$ cat src/rtl/bb_sram_arbiter.sv
// Round-robin arbiter sharing one BB SRAM port among N requesters; one single-word access at a time.
// Latency: bb_en_o one cycle after a request in IDLE, ack_o the cycle after; requesters hold req_i until ack_o.
module bb_sram_arbiter #(
    parameter int N  = 2,
    parameter int DW = 32,
    parameter int AW = 32
) (
    input  logic            bb_clk_i,
    input  logic            bb_rst_ni,
    input  logic [N-1:0]    req_i,
    input  logic [N-1:0]    we_i,
    input  logic [N*AW-1:0] addr_i,
    input  logic [N*DW-1:0] din_i,
    output logic [N-1:0]    gnt_o,
    output logic [N-1:0]    ack_o,
    output logic [DW-1:0]   dout_o,
    output logic [AW-1:0]   bb_addr_o,
    output logic [DW-1:0]   bb_din_o,
    output logic            bb_en_o,
    output logic            bb_we_o,
    input  logic [DW-1:0]   bb_dout_i
);
    localparam int IW = $clog2(N);

    typedef enum logic [1:0] {IDLE, ACCESS, ACK} state_t;

    state_t         r_state;
    logic [IW-1:0]  r_owner;
    logic [IW-1:0]  r_last;
    logic [N-1:0]   r_gnt;
    logic [N-1:0]   r_ack;
    logic           r_en;
    logic           r_we;
    logic [AW-1:0]  r_addr;
    logic [DW-1:0]  r_din;

    logic [N-1:0]   w_cand;
    logic           w_found;
    logic           w_found_hi;
    logic [IW-1:0]  w_win_hi;
    logic [IW-1:0]  w_win_lo;
    logic [IW-1:0]  w_win;
    logic [N-1:0]   w_win_oh;
    logic           w_we;
    logic [AW-1:0]  w_addr;
    logic [DW-1:0]  w_din;

    // The owner's request seen during ACK is the one being acknowledged, never a new one.
    always_comb begin
        w_cand = req_i;
        if (r_state == ACK) begin
            w_cand[r_owner] = 1'b0;
        end
    end

    // Lowest candidate above the last winner, else lowest candidate overall (wrap).
    always_comb begin
        w_found    = |w_cand;
        w_found_hi = 1'b0;
        w_win_hi   = '0;
        w_win_lo   = '0;
        for (int i = N - 1; i >= 0; i--) begin
            if (w_cand[i]) begin
                w_win_lo = IW'(i);
                if (IW'(i) > r_last) begin
                    w_found_hi = 1'b1;
                    w_win_hi   = IW'(i);
                end
            end
        end
        w_win = w_found_hi ? w_win_hi : w_win_lo;
    end

    always_comb begin
        w_win_oh = '0;
        w_we     = 1'b0;
        w_addr   = '0;
        w_din    = '0;
        for (int i = 0; i < N; i++) begin
            if (w_win == IW'(i)) begin
                w_win_oh[i] = 1'b1;
                w_we        = we_i[i];
                w_addr      = addr_i[i*AW +: AW];
                w_din       = din_i[i*DW +: DW];
            end
        end
    end

    always_ff @(posedge bb_clk_i or negedge bb_rst_ni) begin
        if (!bb_rst_ni) begin
            r_state <= IDLE;
            r_owner <= '0;
            r_last  <= IW'(N - 1);
            r_gnt   <= '0;
            r_ack   <= '0;
            r_en    <= 1'b0;
            r_we    <= 1'b0;
            r_addr  <= '0;
            r_din   <= '0;
        end else begin
            case (r_state)
                ACCESS: begin
                    r_state <= ACK;
                    r_en    <= 1'b0;
                    r_we    <= 1'b0;
                    r_ack   <= r_gnt;
                end
                default: begin
                    // IDLE and ACK share arbitration so ACK can chain straight into the next ACCESS.
                    r_ack <= '0;
                    if (w_found) begin
                        r_state <= ACCESS;
                        r_owner <= w_win;
                        r_last  <= w_win;
                        r_gnt   <= w_win_oh;
                        r_en    <= 1'b1;
                        r_we    <= w_we;
                        r_addr  <= w_addr;
                        r_din   <= w_din;
                    end else begin
                        r_state <= IDLE;
                        r_gnt   <= '0;
                    end
                end
            endcase
        end
    end

    assign gnt_o     = r_gnt;
    assign ack_o     = r_ack;
    assign bb_en_o   = r_en;
    assign bb_we_o   = r_we;
    assign bb_addr_o = r_addr;
    assign bb_din_o  = r_din;
    assign dout_o    = (r_state == ACK) ? bb_dout_i : '0;

endmodule
$ cat config.mk
export PLATFORM = sky130hd
export DESIGN_NAME = bb_sram_arbiter
export DESIGN_NICKNAME = d
export VERILOG_FILES = /design/src/rtl/bb_sram_arbiter.sv
export SDC_FILE = /design/constraint.sdc
export NUM_CORES = 1
export LEC_CHECK = 0
export ABC_AREA = 1
export CAP_MARGIN = 15
export CORE_MARGIN = 2
export CORE_UTILIZATION = 39
export DETAILED_ROUTE_END_ITERATION = 7
export GPL_ROUTABILITY_DRIVEN = 0
export GPL_TIMING_DRIVEN = 0
export PLACE_DENSITY_LB_ADDON = 0.12
export SLEW_MARGIN = 5
export SYNTH_ARGS = -nofsm -noshare
export SYNTH_HDL_FRONTEND = slang
export SYNTH_SLANG_ARGS = --single-unit
$ cat constraint.sdc
create_clock -name bb_clk_i -period 3.74 [get_ports bb_clk_i]
set_input_delay 0.935 -clock bb_clk_i [delete_from_list [all_inputs] [get_ports bb_clk_i]]
set_output_delay 0.935 -clock bb_clk_i [all_outputs]
set_load 0.01 [all_outputs]
Yosys cells after proc, flatten, opt, wreduce, memory -nomap -nowiden
Index checks and enable logic that the tools add are counted.
{ "totals": {"in_bits": 166, "regBits": 74} }
{ "op_classes": {"reduce_logical": 4, "n_eq_ne": 2, "magnitude_cmp": 4, "n_mux": 26, "bitwise": 3} }
{ "ops": {"columns": ["op", "count"], "rows": [
  ["2-to-1 mux 32 bit", 3],
  ["2-to-1 mux 1 bit", 18],
  ["2-to-1 mux 2 bit", 4],
  ["AND 2 bit", 1],
  ["== test 2 x 1 -> 1 bit, second input constant", 1],
  ["== test 2 bit, second input constant", 1],
  ["> comparator 1 bit, first input constant", 2],
  ["less-than comparator 1 x 2 -> 1 bit, second input constant", 1],
  ["inverter 2 bit", 1],
  ["AND reduction 2 bit", 1],
  ["nonzero test 2 bit", 1],
  ["OR reduction 2 bit", 1],
  ["demux 1 bit (select 1 bit)", 1],
  ["greater-or-equal comparator 1 bit, second input constant", 1],
  ["logical AND 1 bit", 1],
  ["inverter 1 bit", 1]
]} }

Logic depth before layout (Yosys ltp)
Gate-level depths: netlist (run 1).
{ "logic_depth": {"ltp_word": 14, "mapped_depth": 11, "mapped_depth_nobuf": 9} }

Worst setup path before layout (run 1)
No wires, ideal clock.
{ "synth_timing": {"path_type": "in2out", "from": "input port bb_dout_i[0]", "to": "output port dout_o[0]", "slack_ns": 1.679, "arrival_time_ns": 1.126, "n_path_buf": 0, "cell_stages": 2, "cell_sequence": "inv_1 > nor2_1"} }
{ "synth_between": {"elab_chain_len": 1} }
{ "synth_lines": {"columns": ["item", "line", "source"], "rows": [
  ["from (decl)", "21", "input logic [DW-1:0] bb_dout_i"],
  ["2-to-1 mux 32 bit", "135", "assign dout_o = (r_state == ACK) ? bb_dout_i : '0;"],
  ["to (decl)", "16", "output logic [DW-1:0] dout_o,"]
]} }
Every way passes these cells.

Worst setup path after layout (run 1)
{ "layout_timing": {"from": "input port bb_dout_i[18]", "to": "output port dout_o[18]"} }
Same word-level chain as after synthesis.

==> results of run 1 <==
==> worst min path at each step <==
stage                            from             to  cells past startpoint
final                       bb_rst_ni  bb_addr_o[23]                      1
after CTS                   bb_rst_ni    bb_din_o[0]                      1
after detailed placement  bb_din_o[6]    bb_din_o[6]                      2
after floorplan                r_last         r_last                      2
after global routing        bb_rst_ni  bb_addr_o[23]                      1
after global placement         r_last         r_last                      2
==> layout make-up <==
| cell class | count | area [um2] | area share, % |
|---|---|---|---|
| Clock inverter | 3 | 17.5 | 0.250 |
| Clock buffer | 12 | 135 | 1.93 |
| Sequential cell | 74 | 1850 | 26.4 |
| Buffer | 38 | 234 | 3.34 |
| Multi-Input combinational cell | 440 | 1760 | 25.1 |
| Inverter | 40 | 150 | 2.14 |
| Timing Repair Buffer | 268 | 2700 | 38.5 |
| Tap cell | 133 | 166 | 2.37 |
==> layout by cell type, fill, tap and decap left out <==
cell type        count
nand3_2              1
clkinv_2             2
nand2_2              2
clkbuf_1            10
clkbuf_8             9
nand4_1              3
buf_16               1
clkinvlp_4           1
nor2_1              35
buf_2               19
nand3_1             68
inv_1               36
inv_2                4
o21ai_0              4
clkdlybuf4s50_1    266
buf_6                6
dfrtp_1             73
buf_4                7
nand2_1            327
dfstp_2              1
==> metal layers <==
metal | up-vias | track usage (%) | share of wire, %
li1 | 2342 | - | -
met4 | 0 | 7.33 | 2.0
met5 | - | 0 | 0
met3 | 19 | 5.94 | 7.5
met2 | 175 | 40.7 | 47
met1 | 2080 | 31.5 | 43
==> kinds of logic after synthesis <==
group                  count (synthesis)
AND/OR/NAND/NOR                      436
buffers and inverters                 78
flip-flops                            74
AO/OA/AOI/OAI                          4
==> flip-flops by register name (all words and copies together) (netlist names) <==
signal / cells
r_owner: 1
bb_we_o: 1
r_last: 1
bb_din_o: 32
ack_o: 2
bb_en_o: 1
bb_addr_o: 32
r_state: 2
gnt_o: 2
==> critical path, stage by stage <==
cell and delay, ns:
clkdlybuf4s50_1 0.49, inv_1 0.05, nor2_1 0.09, clkdlybuf4s50_1 0.55
==> per-stage QoR <==
stage          TNS [ns]  std cells  worst slack, ns  hold WS (ns)
3_5_place_dp          0        993            0.695         0.464
5_1_grt               0       1008            0.637         0.373
3_3_place_gp     -55.79        992           -0.769         0.460
6_report              0       1008            0.684         0.392
2_1_floorplan         0        592             1.68         0.450
4_1_cts               0       1008            0.689         0.383
==> power groups by stage <==
stage	Sequential [W]	Clock (W)	Combinational, W
finish	0.00140	0.000510	0.00270
global route	0.00145	0.000561	0.00298
detailed placement	0.00141	0	0.00272
floorplan	0.00157	0	0.00113
CTS	0.00140	0.000520	0.00273
global placement	0.00139	0	0.00266
==> summary.txt, run 1 <==
Power
  • Gate power share: 58.6%
  • Internal: 0.00276 W
  • Switching Share: 40.2%
  • Leak: 3.59 nW
  • Pwr Total: 0.00461 W
  • Reg power frac: 30.3%
  • Net switching power: 0.00185 W
  • Worst vdd ir: 0.412 mV
  • Clock share of power: 11.1%
  • Power per cell area: 657 nW/um2

Clock network
  • Clock Tree Root: clkbuf_8
  • CTS tree: done
  • Cts bufs inserted: 9
  • Clock Latency Late Sink: 0.34 ns
  • CTS-repair resized insts: 0
  • Clock slew at reported path FFs: 0.07 ns
  • Cts-stage hold buffer count: 0
  • Setup Fix Bufs, Post-CTS: 0
  • # H-tree levels: 3
  • TritonCTS Sinks: 74
  • Buffer depth of the longest clock path: 2

Final layout
  • Area Overhead vs Synth: 75.5%
  • Nets: 1,037
  • Share of cells above drive strength 1: 6.06%
  • Antenna cell count: 0
  • Design Area, Final: 7010 um2
  • Fillers: 809
  • Post-Route Utilization: 71.1%

Floorplan
  • Chip height: 105 um
  • Die ar.: 11,100 um2
  • Die W: 105 um
  • Std-Cell Core Area: 9860 um2
  • Ports: 268
  • Starting Density: 40.5%
  • Cell Rows: 36

Worst setup path
  • Setup slack, reg-to-reg: 2.22 ns
  • CP max FO: 1
  • R2R Path Start: r_state[1]
  • Worst EP arrival: 2.12 ns
  • CP startpoint: bb_dout_i[18]
  • Worst setup path endpoint: dout_o[18]
  • Worst EP required: 2.80 ns
  • Worst setup SP type: primary input
  • CP Class: in -> out
  • Crit. End Element: primary output
  • Register-to-Register Path Depth: 8
  • RR Endpoint: bb_addr_o[8]

Synth
  • Synth Area in XOR/XNOR: 0%
  • Top FF cell, synth: dfrtp_1
  • Register area share after synthesis: 46.4%
  • Largest family of logic cells by synthesized area: simple AND/OR/NAND/NOR gates
  • Post-synth top cells: nand2_1, dfrtp_1, nand3_1
  • Synth Cell Area: 4000 um2
  • Top-count cell post-synth: nand2_1
  • Syn Area/Cell: 6.75 um2
  • Async SR Flop Fraction: 100%
  • Area contributors post-synth: dfrtp_1, nand2_1, nand3_1, inv_1, nor2_1
  • Post-Synth Simple-Gate Area: 43.5%
  • Synth Register Bits: 74
  • Synth Area in Adders: 0%
  • Post-synthesis mux area share: 0%
  • Yosys Warn Count: 0
  • Synth Instances: 592
  • Post-synth EDFFs: 0
  • Mapped Nets: 758
  • Area share of the largest cell type after synthesis: 45.7%
  • Synth Area in Compound Gates: 0.501%
  • Yosys top cell by area: dfrtp_1
  • Unique masters post-synth: 15

Timing
  • Fin crit share: 81.7%
  • Setup-failing EPs final: 0
  • Clk_skew: 0.00735 ns
  • Final number of hold-violating endpoints: 0
  • Worst-Margin Slew: 0.433 ns
  • RSZ-0062 raised after global routing: no
  • Period minus WS final: 3.06 ns
  • Relative slew margins: 71.1%
  • Fmax: 0.327 GHz
  • Slew Limit Fails: 0

Global routing
  • Largest net degree at the start of global routing: 71
  • Vias in the first global route: 4,476
  • Initial antenna violation count: 0
  • Total grt overflow: 0
  • Total GRT Usage: 24.5%
  • First-pass GRT wire length: 21,900 um

Route
  • Initial DRT Pass Iterations: 4
  • Drt via density: 4.58
  • Routed len/inst: 13.6 um
  • DR iter-0 viols: 375
  • Total wire length: 13,700 um
  • Vias: 4,616
  • ANT nets after route: 0
  • DRC violations left: 0

Placement
  • HPWL after DPL: 10,800 um
  • Placement Cell Area: 6860 um2
  • Number of port buffers: 267

Min path
  • HP Class: in -> async

Outcome
  • Outcome: finished, final reports clean

Run
  • Max cap viols: 0
No activity file was read; power rests on OpenSTA's default activity.
==> inputs of run 2 (changes only) <==
Settings changed: CORE_UTILIZATION 39 to 36.
Clock period 3.74 ns to 3.1 ns, I/O delays scaled along.
==> run 2 against run 1 <==
- global-route usage shrank 1.7 points
- register-to-register slack lost 0.73 ns
- cell count is 0.79% higher
- combinational power rose by 21%
- largest cell class unchanged
- via count about the same
- clock skew down 0.00093 ns
- sequential share of layout area down 0.17 points
- critical path type unchanged
- critical path depth unchanged
- worst setup slack got worse by 0.44 ns
- wire length grew 2.6%
==> summary.txt, run 2 (synthesis gave the netlist of run 1 again) <==
Worst setup path
  • CP Class: in -> out
  • Worst EP arrival: 2.08 ns (-0.04 ns)
  • Setup slack, reg-to-reg: 1.49 ns (-0.73 ns)
  • CP max FO: 1 (unchanged)
  • Crit. End Element: primary output
  • CP startpoint: bb_dout_i[30]
  • Worst setup SP type: primary input
  • Worst EP required: 2.32 ns (-0.48 ns)
  • R2R Path Start: r_state[1]
  • RR Endpoint: bb_din_o[12]
  • Register-to-Register Path Depth: 9 (+1)

Power
  • Clock share of power: 12.9% (+1.8 points)
  • Net switching power: 0.00224 W (+21%)
  • Pwr Total: 0.00568 W (+23%)
  • Worst vdd ir: 0.448 mV (+8.9%)
  • Gate power share: 57.3% (-1.3 points)
  • Leak: 3.62 nW (+0.59%)
  • Power per cell area: 804 nW/um2 (+22%)
  • Reg power frac: 29.7% (-0.6 points)
  • Switching Share: 39.5% (-0.68 points)
  • Internal: 0.00344 W (+25%)

Global routing
  • Grt met3 use: 6.70% (+0.76 points)
  • Largest net degree at the start of global routing: 45 (-37%)
  • Total grt overflow: 0 (unchanged)
  • Met1 usage: 27.8% (-3.7 points)
  • Vias in the first global route: 4,282 (-4.3%)
  • Grt peak-use layer: met2
  • Total GRT Usage: 22.7% (-1.7 points)
  • First-pass GRT wire length: 21,000 um (-4.3%)
  • Grt met2 use: 38.2% (-2.6 points)
  • Initial antenna violation count: 0 (unchanged)

Final layout
  • Most common cell after layout, fill and taps aside: nand2_1
  • Area Overhead vs Synth: 76.6%
  • Share of cells above drive strength 1: 6.16% (+0.11 points)
  • Multi-input logic area: 1760 um2 (unchanged)
  • Fillers: 962 (+19%)
  • Antenna cell count: 0 (unchanged)
  • Most frequent cells in the layout: nand2_1, clkdlybuf4s50_1, dfrtp_1, nand3_1, inv_1
  • Nets: 1,037 (unchanged)
  • Design Area, Final: 7060 um2 (+0.64%)
  • Storage cell area: 1850 um2 (unchanged)

Placement
  • HPWL after DPL: 10,900 um (+1.4%)
  • Number of port buffers: 267 (unchanged)
  • Placement Cell Area: 6870 um2 (+0.13%)
  • Setup WS pre-CTS: 0.283 ns (-0.413 ns)

Route
  • Vias: 4,613 (-0.065%)
  • DR iter-0 viols: 289 (-23%)
  • DRC violations left: 0 (unchanged)
  • Initial DRT Pass Iterations: 5 (+1)
  • Drt via density: 4.54 (-0.85%)
  • ANT nets after route: 0 (unchanged)
  • Total wire length: 14,000 um (+2.6%)
  • Routed len/inst: 13.8 um (+1.8%)

Floorplan
  • Starting Density: 36.9% (-3.6 points)
  • Ports: 268 (unchanged)
  • Die ar.: 12,000 um2 (+8.0%)
  • Die W: 109 um (+3.9%)
  • Cell Rows: 38 (+5.6%)
  • Std-Cell Core Area: 10,800 um2 (+9.9%)
  • Chip height: 109 um (+3.9%)

Min path
  • HP Class: in -> async

Clock network
  • Buffer depth of the longest clock path: 2 (unchanged)
  • Clock Latency Late Sink: 0.33 ns (about the same)
  • Cts-stage hold buffer count: 0 (unchanged)
  • # H-tree levels: 3 (unchanged)
  • Cts bufs inserted: 9 (unchanged)
  • Setup Fix Bufs, Post-CTS: 0 (unchanged)
  • CTS-repair resized insts: 0 (unchanged)
  • CTS tree: done
  • Clock Tree Root: clkbuf_8
  • TritonCTS Sinks: 74 (unchanged)
  • Clock slew at reported path FFs: 0.08 ns (about the same)

Timing
  • Relative slew margins: 70.1% (-1.0 points)
  • RSZ-0062 raised after global routing: no
  • Fin worst setup slack: 0.243 ns (-0.441 ns)
  • Period minus WS final: 2.86 ns
  • Fmax: 0.350 GHz
  • Setup TNS: 0 ns (unchanged)
  • Slew Limit Fails: 0 (unchanged)
  • Fin crit share: 92.1%
  • Clk_skew: 0.00642 ns (-0.000933 ns)
  • Final number of hold-violating endpoints: 0 (unchanged)
  • Setup-failing EPs final: 0 (unchanged)
  • Worst-Margin Slew: 0.448 ns (+0.0151 ns)

Outcome
  • Outcome: finished, final reports clean

Run
  • Max cap viols: 0 (unchanged)
## run 2: changes by cell type in the layout (fill, tap and decap cells not counted), sizes merged
| cell | previous run | this run |
|---|---|---|
| clkinvlp | 1 | 0 |
| clkbuf | 19 | 20 |
| bufinv | 0 | 1 |
## run 2: layout make-up
cell class	count	share of cell area, %
sequential	74	26.2
timing repair buffer	268	38.2
clock inverter	3	0.567
inverter	40	2.13
clock buffer	13	2.11
multi-input combinational	440	24.9
buffer	38	3.31
tap	140	2.48
## run 2: worst max-delay path: stages
cell	delay, ns
clkdlybuf4s50_1	0.48
inv_1	0.04
nor2_1	0.20
clkdlybuf4s50_1	0.58
## run 2: how the worst max path moves through the flow
stage          slack (ns)  cells after the start            end
4_1_cts              0.27                      4     dout_o[30]
5_1_grt              0.20                      4     dout_o[30]
6_report             0.24                      4     dout_o[30]
3_5_place_dp         0.28                      4     dout_o[30]
2_1_floorplan        1.36                      2      dout_o[0]
3_3_place_gp        -1.38                      1  bb_addr_o[13]
## run 2: per-stage QoR
step | hold slack [ns] | std cells | utilization (%)
after global placement | 0.461 | 999 | 63.1
after global routing | 0.388 | 1016 | 65.1
after floorplan | 0.450 | 592 | -
after detailed placement | 0.465 | 1000 | 63.4
final | 0.375 | 1016 | 65.1
after CTS | 0.368 | 1016 | 65.1
## run 2: layer usage
| layer | share of wire, % | wire (um) |
|---|---|---|
| met1 | 42 | 5870 |
| met2 | 47 | 6550 |
| met3 | 9.5 | 1340 |
| met4 | 1.8 | 259 |
| met5 | 0 | 0 |
## run 2: power groups by stage
stage | combinational, W | clock, W | sequential (W)
finish | 0.00326 | 0.000734 | 0.00169
global route | 0.00358 | 0.000804 | 0.00174
CTS | 0.00330 | 0.000763 | 0.00169
detailed placement | 0.00328 | 0 | 0.00170
global placement | 0.00323 | 0 | 0.00168
floorplan | 0.00137 | 0 | 0.00189
==> inputs of run 3 (changes only) <==
Settings changed: CORE_UTILIZATION 36 to 39, MAX_ROUTING_LAYER set to met4.
Clock period 3.1 ns to 3.7 ns, I/O delays scaled along.
==> run 3 against run 2 <==
- highest routed layer unchanged
- first-iteration DRC count increased by 39%
- worst hold slack improved by 0.016 ns
- largest power group unchanged
- critical path depth did not move
- largest cell class unchanged
- die area down 7.4%
==> summary.txt, run 3 (synthesis gave the netlist of run 1 again) <==
Clock network
  • Buffer depth of the longest clock path: 2 (unchanged)
  • Clock slew at reported path FFs: 0.07 ns (about the same)
  • # H-tree levels: 3 (unchanged)
  • Setup Fix Bufs, Post-CTS: 0 (unchanged)
  • CTS tree: done
  • Clock Latency Late Sink: 0.33 ns (about the same)
  • CTS-repair resized insts: 0 (unchanged)
  • Cts bufs inserted: 9 (unchanged)
  • Cts-stage hold buffer count: 0 (unchanged)
  • Clock Tree Root: clkbuf_8
  • TritonCTS Sinks: 74 (unchanged)

Final layout
  • Most frequent cells in the layout: nand2_1, clkdlybuf4s50_1, dfrtp_1, nand3_1, inv_1
  • Storage cell area: 1850 um2 (unchanged)
  • Design Area, Final: 7010 um2 (-0.64%)
  • Nets: 1,037 (unchanged)
  • Fillers: 809 (-16%)
  • Antenna cell count: 0 (unchanged)
  • Most common cell after layout, fill and taps aside: nand2_1
  • Area Overhead vs Synth: 75.5%
  • Share of cells above drive strength 1: 6.06% (-0.11 points)
  • Multi-input logic area: 1760 um2 (unchanged)

Placement
  • HPWL after DPL: 10,800 um (-1.4%)
  • Setup WS pre-CTS: 0.675 ns (+0.393 ns)
  • Placement Cell Area: 6860 um2 (-0.13%)
  • Number of port buffers: 267 (unchanged)

Worst setup path
  • Crit. End Element: primary output
  • CP max FO: 1 (unchanged)
  • CP Class: in -> out
  • Worst EP arrival: 2.10 ns (+0.02 ns)
  • Worst EP required: 2.77 ns (+0.45 ns)
  • Worst setup SP type: primary input

Global routing
  • First-pass GRT wire length: 21,900 um (+4.2%)
  • Initial antenna violation count: 0 (unchanged)
  • Largest net degree at the start of global routing: 71 (+58%)
  • Total GRT Usage: 25.1% (+2.3 points)
  • Vias in the first global route: 4,488 (+4.8%)
  • Total grt overflow: 0 (unchanged)

Power
  • Leak: 3.59 nW (-0.59%)
  • Power per cell area: 664 nW/um2 (-17%)
  • Worst vdd ir: 0.415 mV (-7.4%)
  • Pwr Total: 0.00466 W (-18%)

Timing
  • Final number of hold-violating endpoints: 0 (unchanged)
  • Slew Limit Fails: 0 (unchanged)
  • Fin crit share: 81.9%
  • Fin worst setup slack: 0.671 ns (+0.427 ns)
  • RSZ-0062 raised after global routing: no
  • Setup-failing EPs final: 0 (unchanged)
  • Clk_skew: 0.00617 ns (-0.000247 ns)
  • Final hold slack: 0.391 ns (+0.0157 ns)
  • Period minus WS final: 3.03 ns
  • Fmax: 0.330 GHz
  • Relative slew margins: 71.2% (+1.0 points)
  • Worst-Margin Slew: 0.432 ns (-0.0157 ns)

Floorplan
  • Cell Rows: 36 (-5.3%)
  • Ports: 268 (unchanged)
  • Die W: 105 um (-3.8%)
  • Std-Cell Core Area: 9860 um2 (-9.0%)
  • Chip height: 105 um (-3.8%)
  • Starting Density: 40.5% (+3.6 points)
  • Die ar.: 11,100 um2 (-7.4%)

Route
  • Routed len/inst: 13.5 um (-2.1%)
  • Total wire length: 13,600 um (-2.8%)
  • ANT nets after route: 0 (unchanged)
  • Initial DRT Pass Iterations: 4 (-1)
  • Vias: 4,643 (+0.65%)
  • DR iter-0 viols: 403 (+39%)
  • Drt via density: 4.61 (+1.4%)
  • DRC violations left: 0 (unchanged)

Min path
  • HP Class: in -> async

Run
  • Max cap viols: 0 (unchanged)

Outcome
  • Outcome: finished, final reports clean
-- run 3: cell types whose count changed in the layout (fill, tap and decap cells not counted), sizes merged --
cell	delta
clkinvlp	+1
bufinv	-1
clkbuf	-1
-- run 3: layout make-up --
type,instances,area share [%]
buffer,38,3.34
clock buffer,12,1.93
clock inverter,3,0.250
inverter,40,2.14
multi-input combinational,440,25.1
sequential,74,26.4
tap,133,2.37
timing repair buffer,268,38.5
-- run 3: path summary, 6_finish.rpt --
check / slack, ns / cells past startpoint / startpoint / endpoint
worst min-delay path: 0.39 / 1 / bb_rst_ni / bb_addr_o[23]
min in group bb_clk_i: 0.48 / 2 / r_last / r_last
worst max-delay path: 0.67 / 4 / bb_dout_i[29] / dout_o[29]
worst min register to register: 0.48 / 2 / r_last / r_last
worst max register to register: 2.18 / 8 / r_state[1] / bb_addr_o[8]
max in group asynchronous: 2.73 / 2 / bb_rst_ni / r_last
-- run 3: where the power goes --
group | switching, W | internal [W] | total [W]
logic | 0.00139 | 0.00135 | 0.00273
clock network | 0.000272 | 0.000238 | 0.000511
registers | 0.000208 | 0.00121 | 0.00141
-- run 3: per-stage QoR --
stage | instances | setup TNS (ns) | utilization [%]
after floorplan | 592 | 0 | -
after global placement | 992 | -57.98 | 69.3
after detailed placement | 993 | 0 | 69.6
final | 1008 | 0 | 71.1
after CTS | 1008 | 0 | 71.1
after global routing | 1008 | 0 | 71.1
-- run 3: worst max-delay path, cell delays in order --
cell and delay, ns:
clkdlybuf4s50_1 0.46, inv_1 0.04, nor2_1 0.11, clkdlybuf4s50_1 0.57
-- run 3: per-layer routing --
layer / track usage, % / share of wire [%] / vias to the layer above
met5: - / 0 / -
met3: 4.45 / 6.8 / 16
met1: 32.0 / 43 / 2110
li1: - / - / 2345
met2: 40.6 / 48 / 172
met4: 8.19 / 1.7 / 0
